`src/rtl/prio_encoder_rr_pkg.sv`:
```
// Shared types for the registered priority encoder family.
package enc_pkg;

    typedef enum logic {
        MODE_FIXED = 1'b0,
        MODE_RR    = 1'b1
    } enc_mode_e;

endpackage : enc_pkg

```
`src/rtl/prio_pick.sv`:
```
// Combinational circular priority search: first set bit found walking from
// `start` in the selected direction, wrapping at N.
module prio_pick #(
    parameter int N = 8,
    parameter int W = $clog2(N)
) (
    input  logic [N-1:0] vec,
    input  logic [W-1:0] start,
    input  logic         dir_up,
    output logic [W-1:0] idx,
    output logic         found
);

    int pos_s;

    // Scan offsets from far to near so the nearest set bit is the last writer.
    always_comb begin
        idx   = '0;
        found = 1'b0;
        pos_s = 0;
        for (int i = N - 1; i >= 0; i--) begin
            if (dir_up) begin
                pos_s = int'(start) + i;
                if (pos_s >= N) begin
                    pos_s = pos_s - N;
                end else begin
                    pos_s = pos_s;
                end
            end else begin
                pos_s = int'(start) - i;
                if (pos_s < 0) begin
                    pos_s = pos_s + N;
                end else begin
                    pos_s = pos_s;
                end
            end
            if (vec[pos_s]) begin
                idx   = W'(pos_s);
                found = 1'b1;
            end else begin
                idx   = idx;
                found = found;
            end
        end
    end

endmodule : prio_pick

```
`src/rtl/prio_encoder_rr.sv`:
```
// Registered N-to-log2(N) priority encoder with fixed or round-robin
// arbitration, zero/multi-hot flags and valid/ready on both sides.
module prio_encoder_rr
    import enc_pkg::*;
#(
    parameter  int N         = 8,
    parameter  int LSB_FIRST = 1,
    localparam int W         = $clog2(N)
) (
    input  logic         clk,
    input  logic         rst_n,
    input  logic [N-1:0] in,
    input  logic         in_valid,
    output logic         in_ready,
    input  logic         mode,
    output logic [W-1:0] out,
    output logic         out_none,
    output logic         out_multi,
    output logic         out_valid,
    input  logic         out_ready
);

    localparam logic [W-1:0] FIX_START = (LSB_FIRST != 0) ? W'(0) : W'(N - 1);
    localparam logic         FIX_UP    = (LSB_FIRST != 0) ? 1'b1 : 1'b0;

    logic [W-1:0] out_q, out_d;
    logic         out_none_q, out_none_d;
    logic         out_multi_q, out_multi_d;
    logic         out_valid_q, out_valid_d;
    logic [W-1:0] ptr_q, ptr_d;

    logic         accept_s, drain_s;
    logic [W-1:0] fix_idx_s, rr_idx_s, win_idx_s;
    logic         fix_found_s, rr_found_s, win_found_s;
    logic         seen_s, multi_s;

    prio_pick #(.N(N), .W(W)) u_pick_fixed (
        .vec    (in),
        .start  (FIX_START),
        .dir_up (FIX_UP),
        .idx    (fix_idx_s),
        .found  (fix_found_s)
    );

    prio_pick #(.N(N), .W(W)) u_pick_rr (
        .vec    (in),
        .start  (ptr_q),
        .dir_up (1'b1),
        .idx    (rr_idx_s),
        .found  (rr_found_s)
    );

    assign in_ready  = !out_valid_q || out_ready;
    assign accept_s  = in_valid && in_ready;
    assign drain_s   = out_valid_q && out_ready;
    assign out       = out_q;
    assign out_none  = out_none_q;
    assign out_multi = out_multi_q;
    assign out_valid = out_valid_q;

    // Multi-hot detect: a set bit seen after another set bit.
    always_comb begin
        seen_s  = 1'b0;
        multi_s = 1'b0;
        for (int i = 0; i < N; i++) begin
            multi_s = multi_s | (seen_s & in[i]);
            seen_s  = seen_s | in[i];
        end
    end

    // Next-state for result register and round-robin pointer.
    always_comb begin
        out_d       = out_q;
        out_none_d  = out_none_q;
        out_multi_d = out_multi_q;
        out_valid_d = out_valid_q;
        ptr_d       = ptr_q;
        win_idx_s   = fix_idx_s;
        win_found_s = fix_found_s;
        if (accept_s) begin
            if (enc_mode_e'(mode) == MODE_RR) begin
                win_idx_s   = rr_idx_s;
                win_found_s = rr_found_s;
                if (rr_found_s) begin
                    // Wrap at N so non-power-of-2 sizes never point past the top.
                    ptr_d = (rr_idx_s == W'(N - 1)) ? W'(0) : rr_idx_s + W'(1);
                end else begin
                    ptr_d = ptr_q;
                end
            end else begin
                win_idx_s   = fix_idx_s;
                win_found_s = fix_found_s;
            end
            out_d       = win_found_s ? win_idx_s : W'(0);
            out_none_d  = !win_found_s;
            out_multi_d = multi_s;
            out_valid_d = 1'b1;
        end else if (drain_s) begin
            out_valid_d = 1'b0;
        end else begin
            out_valid_d = out_valid_q;
        end
    end

    // State registers.
    always_ff @(posedge clk or negedge rst_n) begin
        if (!rst_n) begin
            out_q       <= '0;
            out_none_q  <= 1'b0;
            out_multi_q <= 1'b0;
            out_valid_q <= 1'b0;
            ptr_q       <= '0;
        end else begin
            out_q       <= out_d;
            out_none_q  <= out_none_d;
            out_multi_q <= out_multi_d;
            out_valid_q <= out_valid_d;
            ptr_q       <= ptr_d;
        end
    end

endmodule : prio_encoder_rr

```
`config.mk`:
```
export PLATFORM = sky130hd
export DESIGN_NAME = prio_encoder_rr
export DESIGN_NICKNAME = d
export VERILOG_FILES = /design/src/rtl/prio_encoder_rr_pkg.sv /design/src/rtl/prio_pick.sv /design/src/rtl/prio_encoder_rr.sv
export SDC_FILE = /design/constraint.sdc
export NUM_CORES = 1
export LEC_CHECK = 0
export BUFFER_PORTS_ARGS = -buffer_cell sky130_fd_sc_hd__buf_4
export CAP_MARGIN = 15
export CORE_ASPECT_RATIO = 1.4
export CORE_UTILIZATION = 43
export DETAILED_ROUTE_END_ITERATION = 16
export SLEW_MARGIN = 25
export SYNTH_ARGS = -nofsm -noshare
export SYNTH_HDL_FRONTEND = slang
export SYNTH_SLANG_ARGS = --single-unit
```
`constraint.sdc`:
```
create_clock -name clk -period 4 [get_ports clk]
set_input_delay 0.2 -clock clk [delete_from_list [all_inputs] [get_ports clk]]
set_output_delay 0.2 -clock clk [all_outputs]
set_load 0.01 [all_outputs]
```
# Word level (Yosys, flattened, before mapping)
# Cells that the tools add are included.
# classes
muxes,71
addsub,16
reduce_logical,7
n_lt_le_gt_ge,16
bitwise,19
n_eq_ne,1
# op_table
operator,n
$lt 32x5->1 const B,8
$mux 32,8
$ge 32x5->1 const B,7
$sub 32x5->32 const B,7
$mux 3,19
$mux 1,36
$bmux 1 s3,8
$add 3x3->4 const B,4
$or 1x1->1,12
$add 3x2->4 const B,2
$and 1x1->1,7
$sub 3x4->5 const B,1
$add 3x1->4 const B,1
$ge 3x4->1 const B,1
$add 3x1->3 const B,1
$eq 3x3->1 const B,1
$reduce_and 3->1,1
$logic_and 1x1->1,2
$logic_not 1->1,2
$reduce_bool 2->1,1
$logic_or 1x1->1,1
# word_totals
in_bits,13
out_inout_bits,7
register_bits,9

# Longest topological paths before layout
# Gate-level depths: netlist of run 1.
# depth
ltp_word,17
mapped_depth,15
depth_no_buf,12

# Cells and area by module
# Synthesis of run 1 repeated with hierarchy kept, for this count alone.
# unflattened
hier_cells,308
hier_area_um2,2438.6
# by_module_without_submodules
mod,seq_area_each_um2,n_inst,area_each_um2,cells_per_inst
prio_pick,0.0,2,975.9,132
prio_encoder_rr,225.2,1,486.7,44

# Worst setup path after synthesis of run 1
# OpenSTA, ideal clock, no wires.
# synth_timing
path_kind,reg-to-reg
from,reg ptr_q[1]
to,reg ptr_q[2]
path_buffers,2
setup_slack_ns,0.433
stages_incl_launch_ff,14
t_arrival_ns,3.442
path_cell_list,dfrtp_1 buf_2 clkinv_1 ha_1 buf_6 mux4_1 mux2_2 a2111oi_2 nand3_1 o211ai_1 nand2_1 ha_1 ha_1 mux2_2
# synth_between
elab_chain_len,16
elab_cells_between_ends,75
# synth_rtl
item,line,source
start: declaration,prio_encoder_rr.sv:30,"logic [W-1:0] ptr_q, ptr_d;"
start signal: assignment,prio_encoder_rr.sv:118,ptr_q <= ptr_d;
$add 3x3->4,prio_pick.sv:23,pos_s = int'(start) + i;
$sub 32x5->32 or $ge 32x5->1 (tied branches),"prio_pick.sv:25, prio_pick.sv:24",
$mux 32,prio_pick.sv:24,if (pos_s >= N) begin
$bmux 1 s3,prio_pick.sv:37,if (vec[pos_s]) begin
$mux 1 (implied by the code) (2 in a row),prio_pick.sv:37,
$mux 3 (8 in a row),prio_pick.sv:37,
$add 3x1->3 or $eq 3x3->1 (tied branches),prio_encoder_rr.sv:86,ptr_d = (rr_idx_s == W'(N - 1)) ? W'(0) : rr_idx_s + W'(1);
$mux 3,prio_encoder_rr.sv:86,
# Parallel ways exist; a longest one is shown, timed or not. The select of a mux whose other input is x is not followed.
# A chain may end at the register's enable or synchronous reset.

# Worst setup path after layout of run 1
# Same ends and word-level chain as after synthesis.

==> impl_metrics.env, run 1 <==
export IMPL_outcome="finished clean"
export IMPL_period_minus_slack_ns=3.65
export IMPL_maxCapViolCount=0
export IMPL_hold_viol=0
export IMPL_cp_required_ns=4.11
export IMPL_number_of_rows_created_at_floorplan=24
export IMPL_cp_cell_sequence="clkinv_1 -> ha_1 -> mux4_1 -> mux2_2 -> a2111oi_2 -> nand3_1 -> o211ai_1 -> nand2_1 -> ha_1 -> ha_1 -> mux2_2"
export IMPL_post_synth_arst_share_pct=100
export IMPL_start_kind="flip-flop"
export IMPL_post_dp_cell_area_um2=1520
export IMPL_drt_pre_antenna_iters=4
export IMPL_die_h_um=69.6
export IMPL_grt_overflow_total=0
export IMPL_mostFrequentLayoutCell="sky130_fd_sc_hd__buf_4"
export IMPL_timing_worst_slew_pin_value_ns=0.648
export IMPL_grt_setup_unrepaired="no"
export IMPL_routed_wire_length_um=3810
export IMPL_grt_antenna_before_repair=0
export IMPL_first_pass_grt_wire_length_um=6350
export IMPL_postLayoutSetupSlackWorst_ns=0.354
export IMPL_area_growth_syn_to_layout_pct=12.1
export IMPL_die_w_um=50.3
export IMPL_power_ir_vdd_worst_v=0.000567
export IMPL_gr_util_all_layers_pct=23.4
export IMPL_mappedNetlistNets=171
export IMPL_via_per_inst=6.40
export IMPL_crit_path_max_incr_delay_ns=0.66
export IMPL_synthCells=154
export IMPL_post_route_cell_area_um2=1580
export IMPL_maximum_operating_frequency_mhz=274
export IMPL_fin_nets=188
export IMPL_cp_buffers_inverters=1
export IMPL_gp_congestion=0.993
export IMPL_clk_pin_slew_worst_paths_ns=0.04
export IMPL_critPathCaptureType="flip-flop"
export IMPL_tritoncts_num_sinks=9
export IMPL_timing_worst_setup_path_type="flip-flop to flip-flop"
export IMPL_num_fill_cells=321
export IMPL_post_cts_resize_count=0
export IMPL_finalSetupViolations=0
export IMPL_tritoncts="yes"
export IMPL_grt_max_degree=15
export IMPL_max_slew_margin_rel_pct=56.8
export IMPL_die_area_um2=3500
export IMPL_syn_avg_cell_area_um2=9.12
export IMPL_min_delay_path_class="input pin to flip-flop"
export IMPL_dp_final_hpwl_um=2920
export IMPL_fin_crit_sh_pct=91.2
export IMPL_ant_nets=0
export IMPL_clockBufferDepth=2
export IMPL_number_of_distinct_library_cells_after_synthesis=55
export IMPL_post_layout_util_pct=50.4
export IMPL_synth_yosys_warnings=0
export IMPL_num_antenna_cells=0
export IMPL_htree_num_levels=1
export IMPL_maxSlewViolCount=0
export IMPL_tritoncts_num_buffers=3
export IMPL_initial_utilization_pct=45.0
export IMPL_combined_flip_flop_and_latch_cell_area_um2=225
export IMPL_post_route_drc_count=0
export IMPL_worst_ep_arrival_time_ns=3.76
export IMPL_synth_ff_latch_count=9
export IMPL_dpl_worst_slack_ns=0.372
export IMPL_critPathSlowestCell="sky130_fd_sc_hd__mux4_1"
export IMPL_crit_path_max_fanout=9
export IMPL_edff_count_synth=0
export IMPL_timing_critical_path_mode_cell="sky130_fd_sc_hd__ha_1"
export IMPL_leakage_uw=0.000633
export IMPL_detailedRoute_firstIterationViolations=47
export IMPL_root_buffer="sky130_fd_sc_hd__clkbuf_8"
export IMPL_share_of_cells_above_drive_strength_1_pct=27.6
export IMPL_drt_wirelength_per_cell_um=18.2
export IMPL_most_common_layout_cells="sky130_fd_sc_hd__buf_4 (22), sky130_fd_sc_hd__a21oi_1 (14), sky130_fd_sc_hd__nand2_1 (12), sky130_fd_sc_hd__nor2_1 (9), sky130_fd_sc_hd__dfrtp_1 (9)"
export IMPL_worst_path_dominant_cell_family="multiplexers"
export IMPL_synth_flop_cell="sky130_fd_sc_hd__dfrtp_1"
export IMPL_io_pins=20
export IMPL_power_per_cell_area_nw_per_um2=958
export IMPL_finalSetupTns_ns=0
export IMPL_port_buffers=19
export IMPL_core_area_um2=3120
export IMPL_num_vias=1338
export IMPL_final_setup_skew_ns=0.000453
export IMPL_multi_input_logic_area_um2=1050
export IMPL_area_of_the_mapped_netlist_um2=1410
export IMPL_vias_in_the_first_global_route=1334
export IMPL_clk_latency_ns=0.23
export IMPL_synth_seq_area_share_pct=16.0
[cell type report]
type	instances	share of cell area, %
clock buffer	4	2.86
tap	39	3.10
multi-input combinational	126	66.7
inverter	8	1.91
sequential	9	14.3
timing repair buffer	23	11.1
[layer usage]
metal	vias up	routed length, um	share of wire [%]	GRT usage (%)
met3	7	81	2.1	1.10
met1	664	1560	41	27.8
met4	0	55	1.4	8.95
li1	636	-	-	-
met5	-	0	0	0
met2	31	2110	55	42.7
[cell usage after synthesis (all sizes together), types with 3 or more instances]
| library cell | n | area (um2) |
|---|---|---|
| nand2 | 13 | 51.3 |
| clkbuf | 4 | 36.3 |
| mux2 | 6 | 67.6 |
| dfrtp | 9 | 225 |
| a41oi | 3 | 33.8 |
| and3 | 3 | 18.8 |
| o21ai | 10 | 50.1 |
| a22o | 3 | 26.3 |
| inv | 6 | 22.5 |
| o211ai | 4 | 30.0 |
| ha | 4 | 50.1 |
| a221oi | 6 | 52.6 |
| nor3 | 4 | 20.0 |
| nand2b | 4 | 25.0 |
| a21oi | 14 | 70.1 |
| mux4 | 9 | 210 |
| nor2 | 10 | 40.0 |
| mux2i | 5 | 62.6 |
| buf | 7 | 62.6 |
[report_power, final]
group | internal [uW] | leakage, uW | total (uW) | switching (uW)
clock network | 69.5 | 0.0000228 | 106 | 36.9
logic | 548 | 0.000501 | 1230 | 682
registers | 125 | 0.000109 | 173 | 48.8
[state kept, by name, summed over array words and instances, names as in the netlist]
register,cells
out,3
ptr_q,3
out_multi,1
out_none,1
out_valid,1
[per-stage QoR]
stage	total power (uW)	hold WS (ns)	instances
2_1_floorplan	1170	-0.0956	154
3_3_place_gp	1390	0.0272	204
3_5_place_dp	1390	0.0286	204
4_1_cts	1510	0.189	209
5_1_grt	1650	0.191	209
6_report	1510	0.182	209
[path summary, 6_finish.rpt]
kind                            startpoint   endpoint  slack (ns)  depth (start not counted)
worst max-delay path              ptr_q[1]   ptr_q[2]        0.35                         11
worst min-delay path              in_valid  out_valid        0.18                          2
worst max register to register    ptr_q[1]   ptr_q[2]        0.35                         11
worst min register to register   out_multi  out_multi        0.48                          2
max in group asynchronous            rst_n   ptr_q[1]        3.55                          2
min in group asynchronous            rst_n   out_none        0.32                          2
[cells by family after synthesis]
| logic type | after synthesis | synth area share, % |
|---|---|---|
| compound gates | 53 | 27.0 |
| simple gates | 45 | 17.5 |
| mux | 20 | 24.2 |
| buf+inv | 19 | 9.17 |
| flops | 9 | 16.0 |
| fa+ha+maj | 5 | 4.27 |
| xor+xnor | 3 | 1.87 |
[what timing repair did]
| item | 4_1_cts | 5_1_grt |
|---|---|---|
| setup buffers | 0 | 0 |
| hold buffers | 1 | 0 |
| setup endpoints to repair | 0 | 0 |
| hold endpoints to repair | 9 | 0 |
No activity file was read; power rests on OpenSTA's default activity.
==> inputs of run 2 (changes only) <==
--- a/config.mk
+++ b/config.mk
@@ -8,8 +8,9 @@
 export BUFFER_PORTS_ARGS = -buffer_cell sky130_fd_sc_hd__buf_4
 export CAP_MARGIN = 15
 export CORE_ASPECT_RATIO = 1.4
-export CORE_UTILIZATION = 43
+export CORE_UTILIZATION = 58
 export DETAILED_ROUTE_END_ITERATION = 16
+export PLACE_DENSITY = 0.81
 export SLEW_MARGIN = 25
 export SYNTH_ARGS = -nofsm -noshare
 export SYNTH_HDL_FRONTEND = slang
==> run 2 against run 1 <==
Fmax rose by 7.7%. Flip-flop and latch count did not move. Combinational power barely moved. Critical path depth fell by 1. Clock power fell by 31%. Routed wire length fell by 7.7%. Total power fell by 3.6%. First-iteration DRC count fell by 47%. Via count rose by 0.67%. Clock skew rose by 0.0078 ns.
==> impl_metrics.env, run 2 (synthesis gave the netlist of run 1 again) <==
export IMPL_num_antenna_cells=0
export IMPL_fin_nets=188
export IMPL_detailedRoute_firstIterationViolations=25
export IMPL_grt_setup_unrepaired="no"
export IMPL_critPathSlowestCell="sky130_fd_sc_hd__mux2i_1"
export IMPL_htree_num_levels=1
export IMPL_leakage_uw=0.000628
export IMPL_area_growth_syn_to_layout_pct=9.35
export IMPL_grt_overflow_total=0
export IMPL_first_pass_grt_wire_length_um=5840
export IMPL_die_w_um=43.6
export IMPL_critPathCaptureType="flip-flop"
export IMPL_mostFrequentLayoutCell="sky130_fd_sc_hd__buf_4"
export IMPL_grt_max_degree=15
export IMPL_worst_ep_arrival_time_ns=3.54
export IMPL_num_fill_cells=159
export IMPL_timing_worst_setup_path_type="flip-flop to flip-flop"
export IMPL_port_buffers=19
export IMPL_hold_path_cell_count=2
export IMPL_clk_pin_slew_worst_paths_ns=0.07
export IMPL_drt_wirelength_per_cell_um=18.3
export IMPL_fin_crit_sh_pct=84.6
export IMPL_most_common_layout_cells="sky130_fd_sc_hd__buf_4 (22), sky130_fd_sc_hd__a21oi_1 (14), sky130_fd_sc_hd__nand2_1 (12), sky130_fd_sc_hd__nor2_1 (9), sky130_fd_sc_hd__dfrtp_1 (9)"
export IMPL_vias_in_the_first_global_route=1312
export IMPL_outcome="finished clean"
export IMPL_tritoncts="yes"
export IMPL_maxCapViolCount=0
export IMPL_gr_util_all_layers_pct=30.1
export IMPL_timing_worst_slew_pin_value_ns=0.594
export IMPL_clk_latency_ns=0.28
export IMPL_die_area_um2=2630
export IMPL_critical_path_startpoint="ptr_q[0]"
export IMPL_period_minus_slack_ns=3.38
export IMPL_power_ir_vdd_worst_v=0.000503
export IMPL_grt_antenna_before_repair=0
export IMPL_final_setup_skew_ns=0.00827
export IMPL_timing_critical_path_mode_cell="sky130_fd_sc_hd__ha_1"
export IMPL_post_route_drc_count=0
export IMPL_globalRouteMet1Util_pct=35.0
export IMPL_share_of_cells_above_drive_strength_1_pct=28.2
export IMPL_worst_hold_startpoint="in_valid"
export IMPL_timing_rr_start="ptr_q[0]"
export IMPL_post_cts_resize_count=0
export IMPL_core_area_um2=2230
export IMPL_max_slew_margin_rel_pct=60.4
export IMPL_root_buffer="sky130_fd_sc_hd__clkbuf_4"
export IMPL_start_kind="flip-flop"
export IMPL_cp_cell_sequence="inv_1 -> ha_1 -> mux4_2 -> mux2i_1 -> mux2_2 -> o21ai_0 -> nand2_1 -> ha_1 -> ha_1 -> mux2_2"
export IMPL_min_delay_path_class="input pin to flip-flop"
export IMPL_reg2reg_depth=10
export IMPL_ant_nets=0
export IMPL_global_route_usage_met2_pct=53.5
export IMPL_cp_required_ns=4.16
export IMPL_postCtsSetupRepairBufs=0
export IMPL_die_h_um=60.2
export IMPL_dp_final_hpwl_um=2670
export IMPL_use_met3_pct=3.63
export IMPL_crit_path_max_incr_delay_ns=0.48
export IMPL_initial_utilization_pct=63.1
export IMPL_total_power_uw=1450
export IMPL_clockBufferDepth=2
export IMPL_crit_path_max_fanout=9
export IMPL_via_per_inst=7.02
export IMPL_number_of_rows_created_at_floorplan=20
export IMPL_routed_wire_length_um=3520
export IMPL_finalSetupTns_ns=0
export IMPL_maximum_operating_frequency_mhz=295
export IMPL_tritoncts_num_sinks=9
export IMPL_io_pins=20
export IMPL_tritoncts_num_buffers=3
export IMPL_hold_viol=0
export IMPL_cts_hold_fix_buffers=1
export IMPL_maxSlewViolCount=0
export IMPL_grt_busiest_layer="met2"
export IMPL_drt_pre_antenna_iters=4
export IMPL_finalSetupViolations=0
export IMPL_num_vias=1347
export IMPL_power_per_cell_area_nw_per_um2=947
export IMPL_gp_congestion=0.943
-- run 2: changes by cell type in the layout (fill, tap and decap cells not counted), sizes merged --
cell,change
clkinv,+1
clkbuf,-1
-- run 2: power breakdown --
part	internal (uW)	switching, uW	total, uW	leakage, uW
combinational	542	668	1210	0.000501
sequential	124	47.1	171	0.000109
clock	37.1	36.3	73.4	0.0000177
total	703	752	1450	0.000628
-- run 2: final cells by class --
cell class | instances | area (um2) | share of cell area [%]
Timing Repair Buffer | 23 | 175 | 11.4
Clock inverter | 1 | 5.00 | 0.326
Inverter | 8 | 30.0 | 1.95
Multi-Input combinational cell | 126 | 1050 | 68.4
Clock buffer | 3 | 22.5 | 1.47
Sequential cell | 9 | 225 | 14.7
Tap cell | 22 | 27.5 | 1.79
-- run 2: worst paths after layout --
kind | to | slack, ns
setup reg to reg | ptr_q[2] | 0.62
max in group asynchronous | out_valid | 3.58
min in group asynchronous | out[1] | 0.28
hold reg to reg | out_multi | 0.49
setup / recovery | ptr_q[2] | 0.62
hold / removal | out_valid | 0.15
-- run 2: through the flow --
stage / std cells / hold slack (ns) / worst slack (ns) / utilization [%] / area [um2]
after global routing: 192 / 0.158 / 0.356 / 69.0 / 1540
after floorplan: 154 / -0.0956 / 0.433 / - / 1410
after global placement: 187 / 0.0259 / 0.691 / 67.3 / 1500
after CTS: 192 / 0.158 / 0.622 / 69.0 / 1540
final: 192 / 0.150 / 0.616 / 69.0 / 1540
after detailed placement: 187 / 0.0292 / 0.651 / 67.3 / 1500
-- run 2: critical path, delay by kind of cell, from the launching register on --
family,cells,cell delay [ns]
compound gates,1,0.23
fa+ha+maj,3,0.95
buf+inv,1,0.08
flops,1,0.36
mux,4,1.57
simple gates,1,0.09
-- run 2: metal layers --
metal | wire (um) | up-vias
met5 | 0 | -
met4 | 76 | 0
met3 | 157 | 10
met2 | 1880 | 52
met1 | 1400 | 647
li1 | - | 638
==> inputs of run 3 (changes only) <==
==> constraint.sdc (replaced) <==
create_clock -name clk -period 3.3 [get_ports clk]
set_input_delay 0.165 -clock clk [delete_from_list [all_inputs] [get_ports clk]]
set_output_delay 0.165 -clock clk [all_outputs]
set_load 0.01 [all_outputs]
==> run 3 against run 2 <==
Sequential power is 18% higher. Design area is 4.5% higher. Register-to-register slack worse by 0.49 ns. Clock power is 15% higher. Core utilization is 3.1 points higher. Fmax is 6.6% higher. Worst setup slack worse by 0.49 ns. Non-clock buffer count is 4 higher. Sequential share of layout area is 0.63 points lower. Clock skew is 0.0077 ns lower. Final cell count is 2.1% higher. Critical path type unchanged. Combinational power is 36% higher. Highest routed layer unchanged.
==> impl_metrics.env, run 3 (synthesis gave the netlist of run 1 again) <==
export IMPL_timing_worst_setup_path_type="flip-flop to flip-flop"
export IMPL_outcome="finished clean"
export IMPL_min_delay_path_class="input pin to flip-flop"
export IMPL_grt_max_degree=15
export IMPL_critPathCaptureType="flip-flop"
export IMPL_top_layer="met4"
export IMPL_cp_cell_sequence="clkinv_4 -> ha_4 -> mux4_2 -> mux2_4 -> o21ai_1 -> a221oi_1 -> a21oi_1 -> nand2_1 -> ha_2 -> ha_1 -> mux2_2"
export IMPL_maxCapViolCount=0
export IMPL_tritoncts="yes"
export IMPL_setup_reg_to_reg_worst_slack_ns=0.13
export IMPL_detailedRoute_firstIterationViolations=43
export IMPL_crit_path_max_incr_delay_ns=0.53
export IMPL_worst_ep_arrival_time_ns=3.32
export IMPL_area_growth_syn_to_layout_pct=14.2
export IMPL_ant_nets=0
export IMPL_met2_wirelength_um=1980
export IMPL_fin_crit_sh_pct=96.2
export IMPL_start_kind="flip-flop"
export IMPL_die_area_um2=2630
export IMPL_cp_buffers_inverters=1
export IMPL_max_slew_margin_rel_pct=71.6
export IMPL_final_setup_skew_ns=0.000557
export IMPL_grt_overflow_total=0
export IMPL_worst_hold_startpoint="in_valid"
export IMPL_clockBufferDepth=2
export IMPL_via_per_inst=6.98
export IMPL_die_w_um=43.6
export IMPL_tritoncts_num_sinks=9
export IMPL_met3WireLength_um=137
export IMPL_worst_setup_endpoint="ptr_q[2]"
export IMPL_leakage_uw=0.000648
export IMPL_timing_worst_slew_pin_value_ns=0.426
export IMPL_post_route_drc_count=0
export IMPL_clk_pin_slew_worst_paths_ns=0.06
export IMPL_io_pins=20
export IMPL_share_of_cells_above_drive_strength_1_pct=32.8
export IMPL_initial_utilization_pct=63.1
export IMPL_most_common_layout_cells="sky130_fd_sc_hd__buf_4 (26), sky130_fd_sc_hd__a21oi_1 (14), sky130_fd_sc_hd__nand2_1 (12), sky130_fd_sc_hd__nor2_1 (9), sky130_fd_sc_hd__dfrtp_1 (9)"
export IMPL_drt_pre_antenna_iters=4
export IMPL_postLayoutSetupSlackWorst_ns=0.125
export IMPL_grt_antenna_before_repair=0
export IMPL_num_vias=1368
export IMPL_fin_nets=192
export IMPL_routed_wire_length_um=3490
export IMPL_finalSetupViolations=0
export IMPL_root_buffer="sky130_fd_sc_hd__clkbuf_4"
export IMPL_total_stage_count_of_the_critical_path=11
export IMPL_core_area_um2=2230
export IMPL_first_pass_grt_wire_length_um=5910
export IMPL_hold_viol=0
export IMPL_worst_hold_slack_ns=0.110
export IMPL_cp_required_ns=3.44
export IMPL_htree_num_levels=1
export IMPL_mostFrequentLayoutCell="sky130_fd_sc_hd__buf_4"
export IMPL_power_per_cell_area_nw_per_um2=1200
export IMPL_power_ir_vdd_worst_v=0.000608
export IMPL_total_power_uw=1920
export IMPL_met1Wirelength_um=1350
export IMPL_crit_path_max_fanout=9
export IMPL_die_h_um=60.2
export IMPL_period_minus_slack_ns=3.17
export IMPL_critPathSlowestCell="sky130_fd_sc_hd__mux4_2"
export IMPL_post_route_cell_area_um2=1610
export IMPL_maximum_operating_frequency_mhz=315
export IMPL_post_dp_cell_area_um2=1550
export IMPL_critical_path_startpoint="ptr_q[1]"
export IMPL_vias_in_the_first_global_route=1307
export IMPL_number_of_rows_created_at_floorplan=20
export IMPL_worst_path_dominant_cell_family="multiplexers"
export IMPL_timing_rr_start="ptr_q[1]"
export IMPL_maxSlewViolCount=0
export IMPL_clk_latency_ns=0.26
export IMPL_port_buffers=19
export IMPL_r2r_end="ptr_q[2]"
export IMPL_post_layout_util_pct=72.1
export IMPL_reg2reg_depth=11
export IMPL_drt_wirelength_per_cell_um=17.8
export IMPL_gr_util_all_layers_pct=30.1
export IMPL_gp_congestion=1.00
export IMPL_dp_final_hpwl_um=2730
export IMPL_tritoncts_num_buffers=3
export IMPL_dpl_worst_slack_ns=0.0717
export IMPL_num_antenna_cells=0
-- run 3: area by class of cell --
cell class	count	area, um2
tap	22	27.5
inverter	8	35.0
clock buffer	4	26.3
sequential	9	225
timing repair buffer	27	205
multi-input combinational	126	1090
fill	172	622
-- run 3: per-layer routing --
metal | vias up | global-route usage, %
met5 | - | 0
met4 | 0 | 10.3
met3 | 5 | 1.51
met2 | 47 | 57.4
met1 | 672 | 34.9
li1 | 644 | -
-- run 3: how the worst min path moves through the flow --
stage                     end  cells after the start  slack (ns)
floorplan              out[0]                      0       -0.13
global placement    out_valid                      1      -0.009
detailed placement  out_valid                      1      -0.005
CTS                 out_valid                      2        0.10
global route        out_valid                      2        0.13
finish              out_valid                      2        0.11
-- run 3: stage by stage --
| stage | TNS (ns) | std cells |
|---|---|---|
| after floorplan | 0 | 154 |
| after global placement | 0 | 189 |
| after detailed placement | 0 | 189 |
| final | 0 | 196 |
| after global routing | -0.00797 | 196 |
| after CTS | 0 | 194 |
-- run 3: what timing repair did --
| item | 4_1_cts | 5_1_grt |
|---|---|---|
| setup endpoints to repair | 0 | 1 |
| gates resized for setup | 0 | 1 |
| hold endpoints to repair | 9 | 0 |
| hold buffers | 1 | 0 |
| setup buffers | 0 | 2 |
-- run 3: report_power, final --
| group | total (uW) | switching [uW] | internal [uW] |
|---|---|---|---|
| Combinational | 1640 | 878 | 760 |
| Sequential | 201 | 49.9 | 151 |
| Clock | 84.2 | 37.6 | 46.5 |
| Total | 1920 | 965 | 958 |
